`src/rtl/fp_accumulate_driver_pkg.sv`:
```
// fp_accumulate_driver_pkg: float format constants and state encoding shared by the accumulate driver, adder wrapper and bench.
package fp_accumulate_driver_pkg;
    localparam int FP_N = 32;
    localparam int FP_EXPONENT = 8;
    localparam int FP_FRACTION = 23;
    localparam int FP_BIAS = 127;
    localparam logic [31:0] FP_QNAN = 32'hFFC0_0000;
    localparam logic [31:0] FP_POS_ZERO = 32'h0000_0000;
    localparam logic [31:0] FP_NEG_ZERO = 32'h8000_0000;
    typedef enum logic [1:0] {
        IDLE     = 2'd0,
        ACC_WAIT = 2'd1,
        ADD_WAIT = 2'd2,
        OUT      = 2'd3
    } state_t;
endpackage

```
`src/rtl/fp_accumulate_driver_if.sv`:
```
// fp_accumulate_driver_if: operand stream, adder request/response and sum output of the accumulate driver.
interface fp_accumulate_driver_if #(
    parameter int N = 32,
    parameter int CNT_W = 16
);
    logic [N-1:0]     in_data;
    logic             in_valid;
    logic             in_last;
    logic             in_ready;
    logic [N-1:0]     add_a;
    logic [N-1:0]     add_b;
    logic             add_valid;
    logic [N-1:0]     add_z;
    logic             add_z_valid;
    logic [N-1:0]     out_sum;
    logic [CNT_W-1:0] out_count;
    logic             out_valid;
    logic             out_ready;
    logic             err_timeout;
    modport slave (
        input  in_data, in_valid, in_last, add_z, add_z_valid, out_ready,
        output in_ready, add_a, add_b, add_valid, out_sum, out_count, out_valid, err_timeout
    );
    modport master (
        output in_data, in_valid, in_last, add_z, add_z_valid, out_ready,
        input  in_ready, add_a, add_b, add_valid, out_sum, out_count, out_valid, err_timeout
    );
endinterface

```
`src/rtl/fp_accumulate_driver.sv`:
```
// fp_accumulate_driver: folds a framed float stream through an external adder one add at a time and presents the frame sum.
module fp_accumulate_driver
    import fp_accumulate_driver_pkg::*;
#(
    parameter int N = FP_N,
    parameter int EXPONENT = FP_EXPONENT,
    parameter int FRACTION = FP_FRACTION,
    parameter int CNT_W = 16,
    parameter int TIMEOUT = 64
) (
    input logic clk,
    input logic rst,
    fp_accumulate_driver_if.slave bus
);
    localparam int WD_W = $clog2(TIMEOUT + 1);
    localparam logic [N-1:0] QNAN = {1'b1, {EXPONENT{1'b1}}, 1'b1, {(FRACTION-1){1'b0}}};
    state_t r_state, w_next;
    logic [N-1:0] r_acc, r_add_a, r_add_b;
    logic [CNT_W-1:0] r_cnt;
    logic [WD_W-1:0] r_wd;
    logic r_add_valid, r_last, r_err;
    logic w_in_ready, w_xfer, w_result, w_timeout;
    assign w_in_ready = !rst && (r_state == IDLE || r_state == ACC_WAIT);
    assign w_xfer = bus.in_valid && w_in_ready;
    assign w_result = r_state == ADD_WAIT && bus.add_z_valid;
    // A result arriving on the last watchdog cycle still wins over the timeout.
    assign w_timeout = r_state == ADD_WAIT && !bus.add_z_valid && r_wd == WD_W'(TIMEOUT - 1);
    always_ff @(posedge clk) begin
        if (rst) r_state <= IDLE;
        else r_state <= w_next;
    end
    always_comb begin
        w_next = r_state;
        case (r_state)
            IDLE:     w_next = w_xfer ? (bus.in_last ? OUT : ACC_WAIT) : IDLE;
            ACC_WAIT: w_next = w_xfer ? ADD_WAIT : ACC_WAIT;
            ADD_WAIT: w_next = w_result ? (r_last ? OUT : ACC_WAIT) : (w_timeout ? OUT : ADD_WAIT);
            default:  w_next = bus.out_ready ? IDLE : OUT;
        endcase
    end
    always_ff @(posedge clk) begin
        if (rst) begin
            r_acc <= '0;
            r_add_a <= '0;
            r_add_b <= '0;
            r_cnt <= '0;
            r_wd <= '0;
            r_add_valid <= 1'b0;
            r_last <= 1'b0;
            r_err <= 1'b0;
        end else begin
            r_add_valid <= 1'b0;
            if (w_xfer && r_state == IDLE) begin
                r_acc <= bus.in_data;
                r_cnt <= CNT_W'(1);
            end
            if (w_xfer && r_state == ACC_WAIT) begin
                r_add_a <= r_acc;
                r_add_b <= bus.in_data;
                r_add_valid <= 1'b1;
                r_last <= bus.in_last;
                r_cnt <= r_cnt + CNT_W'(r_cnt != '1);
                r_wd <= '0;
            end
            if (w_result) r_acc <= bus.add_z;
            if (w_timeout) begin
                r_err <= 1'b1;
                r_acc <= QNAN;
            end
            if (r_state == ADD_WAIT && !w_result && !w_timeout) r_wd <= r_wd + 1'b1;
        end
    end
    assign bus.in_ready = w_in_ready;
    assign bus.add_a = r_add_a;
    assign bus.add_b = r_add_b;
    assign bus.add_valid = r_add_valid;
    assign bus.out_valid = r_state == OUT;
    assign bus.out_sum = r_acc;
    assign bus.out_count = r_cnt;
    assign bus.err_timeout = r_err;
endmodule

```
`src/flat_wrapper.sv`:
```
// flat-port wrapper written by rule: the top's interface ports become plain ports
module fp_accumulate_driver_flat import fp_accumulate_driver_pkg::*;
#(
    parameter int N = FP_N,
    parameter int EXPONENT = FP_EXPONENT,
    parameter int FRACTION = FP_FRACTION,
    parameter int CNT_W = 16,
    parameter int TIMEOUT = 64
)
  (clk, rst, bus_in_data, bus_in_valid, bus_in_last, bus_add_z, bus_add_z_valid, bus_out_ready, bus_in_ready, bus_add_a, bus_add_b, bus_add_valid, bus_out_sum, bus_out_count, bus_out_valid, bus_err_timeout);
  fp_accumulate_driver_if #(.N(N), .CNT_W(CNT_W)) bus_i ();
  input logic clk;
  input logic rst;
  input wire logic [$bits(bus_i.in_data)-1:0] bus_in_data;
  input wire logic [$bits(bus_i.in_valid)-1:0] bus_in_valid;
  input wire logic [$bits(bus_i.in_last)-1:0] bus_in_last;
  input wire logic [$bits(bus_i.add_z)-1:0] bus_add_z;
  input wire logic [$bits(bus_i.add_z_valid)-1:0] bus_add_z_valid;
  input wire logic [$bits(bus_i.out_ready)-1:0] bus_out_ready;
  output wire logic [$bits(bus_i.in_ready)-1:0] bus_in_ready;
  output wire logic [$bits(bus_i.add_a)-1:0] bus_add_a;
  output wire logic [$bits(bus_i.add_b)-1:0] bus_add_b;
  output wire logic [$bits(bus_i.add_valid)-1:0] bus_add_valid;
  output wire logic [$bits(bus_i.out_sum)-1:0] bus_out_sum;
  output wire logic [$bits(bus_i.out_count)-1:0] bus_out_count;
  output wire logic [$bits(bus_i.out_valid)-1:0] bus_out_valid;
  output wire logic [$bits(bus_i.err_timeout)-1:0] bus_err_timeout;
  assign bus_i.in_data = bus_in_data;
  assign bus_i.in_valid = bus_in_valid;
  assign bus_i.in_last = bus_in_last;
  assign bus_i.add_z = bus_add_z;
  assign bus_i.add_z_valid = bus_add_z_valid;
  assign bus_i.out_ready = bus_out_ready;
  assign bus_in_ready = bus_i.in_ready;
  assign bus_add_a = bus_i.add_a;
  assign bus_add_b = bus_i.add_b;
  assign bus_add_valid = bus_i.add_valid;
  assign bus_out_sum = bus_i.out_sum;
  assign bus_out_count = bus_i.out_count;
  assign bus_out_valid = bus_i.out_valid;
  assign bus_err_timeout = bus_i.err_timeout;
  fp_accumulate_driver #(.N(N), .EXPONENT(EXPONENT), .FRACTION(FRACTION), .CNT_W(CNT_W), .TIMEOUT(TIMEOUT)) u_core (.clk(clk), .rst(rst), .bus(bus_i));
endmodule
```
`config.mk`:
```
export PLATFORM = sky130hd
export DESIGN_NAME = fp_accumulate_driver_flat
export DESIGN_NICKNAME = d
export VERILOG_FILES = /design/src/rtl/fp_accumulate_driver_pkg.sv /design/src/rtl/fp_accumulate_driver_if.sv /design/src/rtl/fp_accumulate_driver.sv /design/src/flat_wrapper.sv
export SDC_FILE = /design/constraint.sdc
export NUM_CORES = 1
export LEC_CHECK = 0
export CORE_ASPECT_RATIO = 1.75
export CORE_MARGIN = 2
export CORE_UTILIZATION = 45
export DETAILED_ROUTE_END_ITERATION = 8
export PLACE_DENSITY_LB_ADDON = 0.08
export SYNTH_ARGS = -nofsm -noshare
export SYNTH_HDL_FRONTEND = slang
export SYNTH_SLANG_ARGS = --single-unit
```
`constraint.sdc`:
```
create_clock -name clk -period 2.33 [get_ports clk]
set_input_delay 0.466 -clock clk [delete_from_list [all_inputs] [get_ports clk]]
set_output_delay 0.466 -clock clk [all_outputs]
set_load 0.05 [all_outputs]
```
==> results by group <==
Outcome
  – Status: completed

Power
  – Leakage: 2.85 nW
  – Worst vdd ir: 0.788 mV
  – Pwr dens: 700 nW/um^2

Setup path
  – Max FO, Critical Path: 9
  – Worst path bufs/invs: 1
  – Crit-path max cell delay: 0.85 ns
  – Critical path startpoint category: register
  – Critical path class: reg2out
  – CP arrival: 1.72 ns
  – Worst EP required: 1.86 ns
  – Delay-heaviest family, CP: buffers and inverters
  – Nature of the critical path endpoint: output pin
  – Crit-path cells: clkdlybuf4s50_1
  – Slowest CP cell: clkdlybuf4s50_1

Synth
  – Cell area after synthesis: 5240 sq um
  – Sequential area share after synthesis: 0.474
  – Syn avg cell area: 8.62 sq um
  – Post-synth cell types: 55
  – Post-synth EDFFs: 0
  – Count leader, synth: nand2_1
  – Yosys warns: 0
  – Post-Syn Nets: 681
  – Top cell type's share of synthesized area: 0.474
  – Top cell type by total area after synthesis: dfxtp_1
  – Post-synth top flop: dfxtp_1
  – Most frequent cells after synthesis: nand2_1, dfxtp_1, a21oi_1
  – Post-synthesis async set-or-reset flop share: 0
  – Top post-synthesis cells by area: dfxtp_1, nand2_1, a21oi_1
  – Cell count after synthesis: 608
  – Synthesized flop and latch total: 124

Drt
  – Met2 routed WL: 8740 um
  – Wire per inst: 17.2 um
  – Via count: 5109
  – DRT Pass-1 Iters: 4
  – Routed WL: 16200 um
  – Residual DRC: 0
  – Max layer used: met4
  – Post-route ant nets: 0
  – Drt initial violations: 217
  – Via density: 5.41
  – Metal-1 WL: 6010 um
  – WL met3: 945 um

Die
  – Die Y: 147 um
  – Row Count: 52
  – Starting Density: 0.457
  – I/O pin cnt: 186
  – Die Wd: 85.6 um
  – Die area: 12600 sq um
  – Core area: 11500 sq um

STA
  – Final Max Tran Viols: 0
  – Post-route clock skew: 0.00765 ns
  – FMAX: 458 MHz
  – Unrepaired setup endpoints after global routing: no
  – Final worst setup slack: 0.144 ns
  – Hold WS: 0.447 ns
  – Post-layout min period: 2.19 ns
  – Max_slew headroom: 0.610
  – Hold Vio Cnt, Final: 0
  – Worst Max-Slew Pin Slew: 0.582 ns
  – Fin Setup TNS: 0 ns
  – Final worst path period share: 0.938
  – Final setup vio count: 0

Flow run
  – Maxcap violations: 0

Clocking
  – Clock Sinks: 124
  – CTS Buf Count: 17
  – CTS tree: done
  – Hold-fix buffers at CTS: 0
  – Depth of the CTS H-tree: 4
  – Max Root-Sink Buffers: 2
  – Worst-path clk slew: 0.06 ns
  – Clock latency on the worst-skew pair: 0.41 ns
  – CTS root buf: clkbuf_16

GRT
  – Global router's overall resource usage: 0.260
  – Antenna violations before repair: 0
  – Largest net degree at the start of global routing: 43
  – First-pass GRT wire length: 25700 um
  – Overflow left after global routing: 0
  – Vias in the first global route: 5124

Placement
  – GPL Wtd Cong: 0.852
  – IO buf count: 185
  – Pre-CTS setup slack: 0.0472 ns
  – Hpwl dp: 11900 um

Finish
  – FILL cells: 952
  – Antenna diodes: 0
  – Area grow syn2layout: 49.9%
  – Layout Nets: 870
  – Layout cells sized above 1: 0.130

Min path
  – Hold WC Path Type: reg2reg
per-layer routing:
layer	track usage	vias to the layer above
met2	0.474	175
met1	0.270	2429
met4	0.111	0
li1	-	2469
met5	0	-
met3	0.0792	36
through the flow:
step	power, mW	utilization	cells	area (sq um)
after global routing	5.68	0.686	944	7850
after detailed placement	3.10	0.637	913	7300
after CTS	5.53	0.685	944	7850
final	5.50	0.686	944	7850
after global placement	3.09	0.637	913	7300
after floorplan	2.75	-	608	5240
state kept, by name (all words and copies together) (netlist names):
signal	cells
u_core.bus.add_a	32
u_core.bus.add_b	32
u_core.bus.add_valid	1
u_core.bus.err_timeout	1
u_core.bus.out_count	16
u_core.bus.out_sum	32
u_core.r_last	1
u_core.r_state	2
u_core.r_wd	7
what timing repair did:
action,4_1_cts,5_1_grt
buffers inserted,0,0
resized for setup,0,1
endpoints found under the setup margin,0,3
layout make-up:
| cell class | instances | area (sq um) | area share |
|---|---|---|---|
| multi-input cells | 434 | 2510 | 0.320 |
| flip-flops and latches | 124 | 2490 | 0.317 |
| repair buffers | 214 | 2110 | 0.269 |
| clock buffers | 17 | 425 | 0.0542 |
| well taps | 135 | 169 | 0.0215 |
| clock inverters | 14 | 125 | 0.0159 |
| inverters | 6 | 22.5 | 0.00287 |
path summary, 6_finish.rpt:
kind | from | end | slack, ns | depth (start not counted)
max | u_core.bus.out_count[1] | bus_out_count[1] | 0.14 | 1
min reg2reg | u_core.bus.err_timeout | u_core.bus.err_timeout | 0.45 | 2
min | u_core.bus.err_timeout | u_core.bus.err_timeout | 0.45 | 2
max reg2reg | u_core.bus.out_count[11] | u_core.bus.out_count[13] | 0.16 | 8
cells by family after synthesis:
kind of cell / share of synthesized area
compound gates: 0.166
xor+xnor: 0.0117
fa+ha+maj: 0.00717
buf+inv: 0.0511
flops: 0.474
mux: 0.0674
simple gates: 0.223
tightest hold or removal path, stage by stage (launching register included):
cell and delay, ns:
dfxtp_1 0.31, inv_1 0.05, a21oi_1 0.05
layout by cell type, fill, tap and decap left out, types with 2 or more instances in the layout:
cell type	count
buf_4	28
a211oi_1	5
nor4b_1	2
buf_12	4
nor3b_1	2
or4_1	3
o211ai_1	3
dfxtp_1	120
nor2_1	36
clkdlybuf4s50_1	182
a21o_1	3
a31oi_1	17
nand2b_1	2
o21ai_0	6
nand3_1	11
nand2_1	164
mux2_2	10
xnor2_1	5
clkbuf_16	17
xor2_1	2
clkinv_2	3
nand4b_1	2
dfxtp_2	4
mux2i_1	24
or3b_1	2
nand4_1	6
clkinv_4	3
or3_1	4
clkinvlp_4	6
inv_1	5
nor3_1	7
ha_1	3
nor4_2	2
nand3b_1	2
a21oi_1	74
and2_1	2
a211oi_2	18
where the power goes:
| part | internal, mW | switching [mW] |
|---|---|---|
| Combinational | 0.333 | 0.481 |
| Sequential | 2.19 | 0.0617 |
| Clock | 1.46 | 0.977 |
| Total | 3.98 | 1.52 |
(Power assumes the default switching activity.)
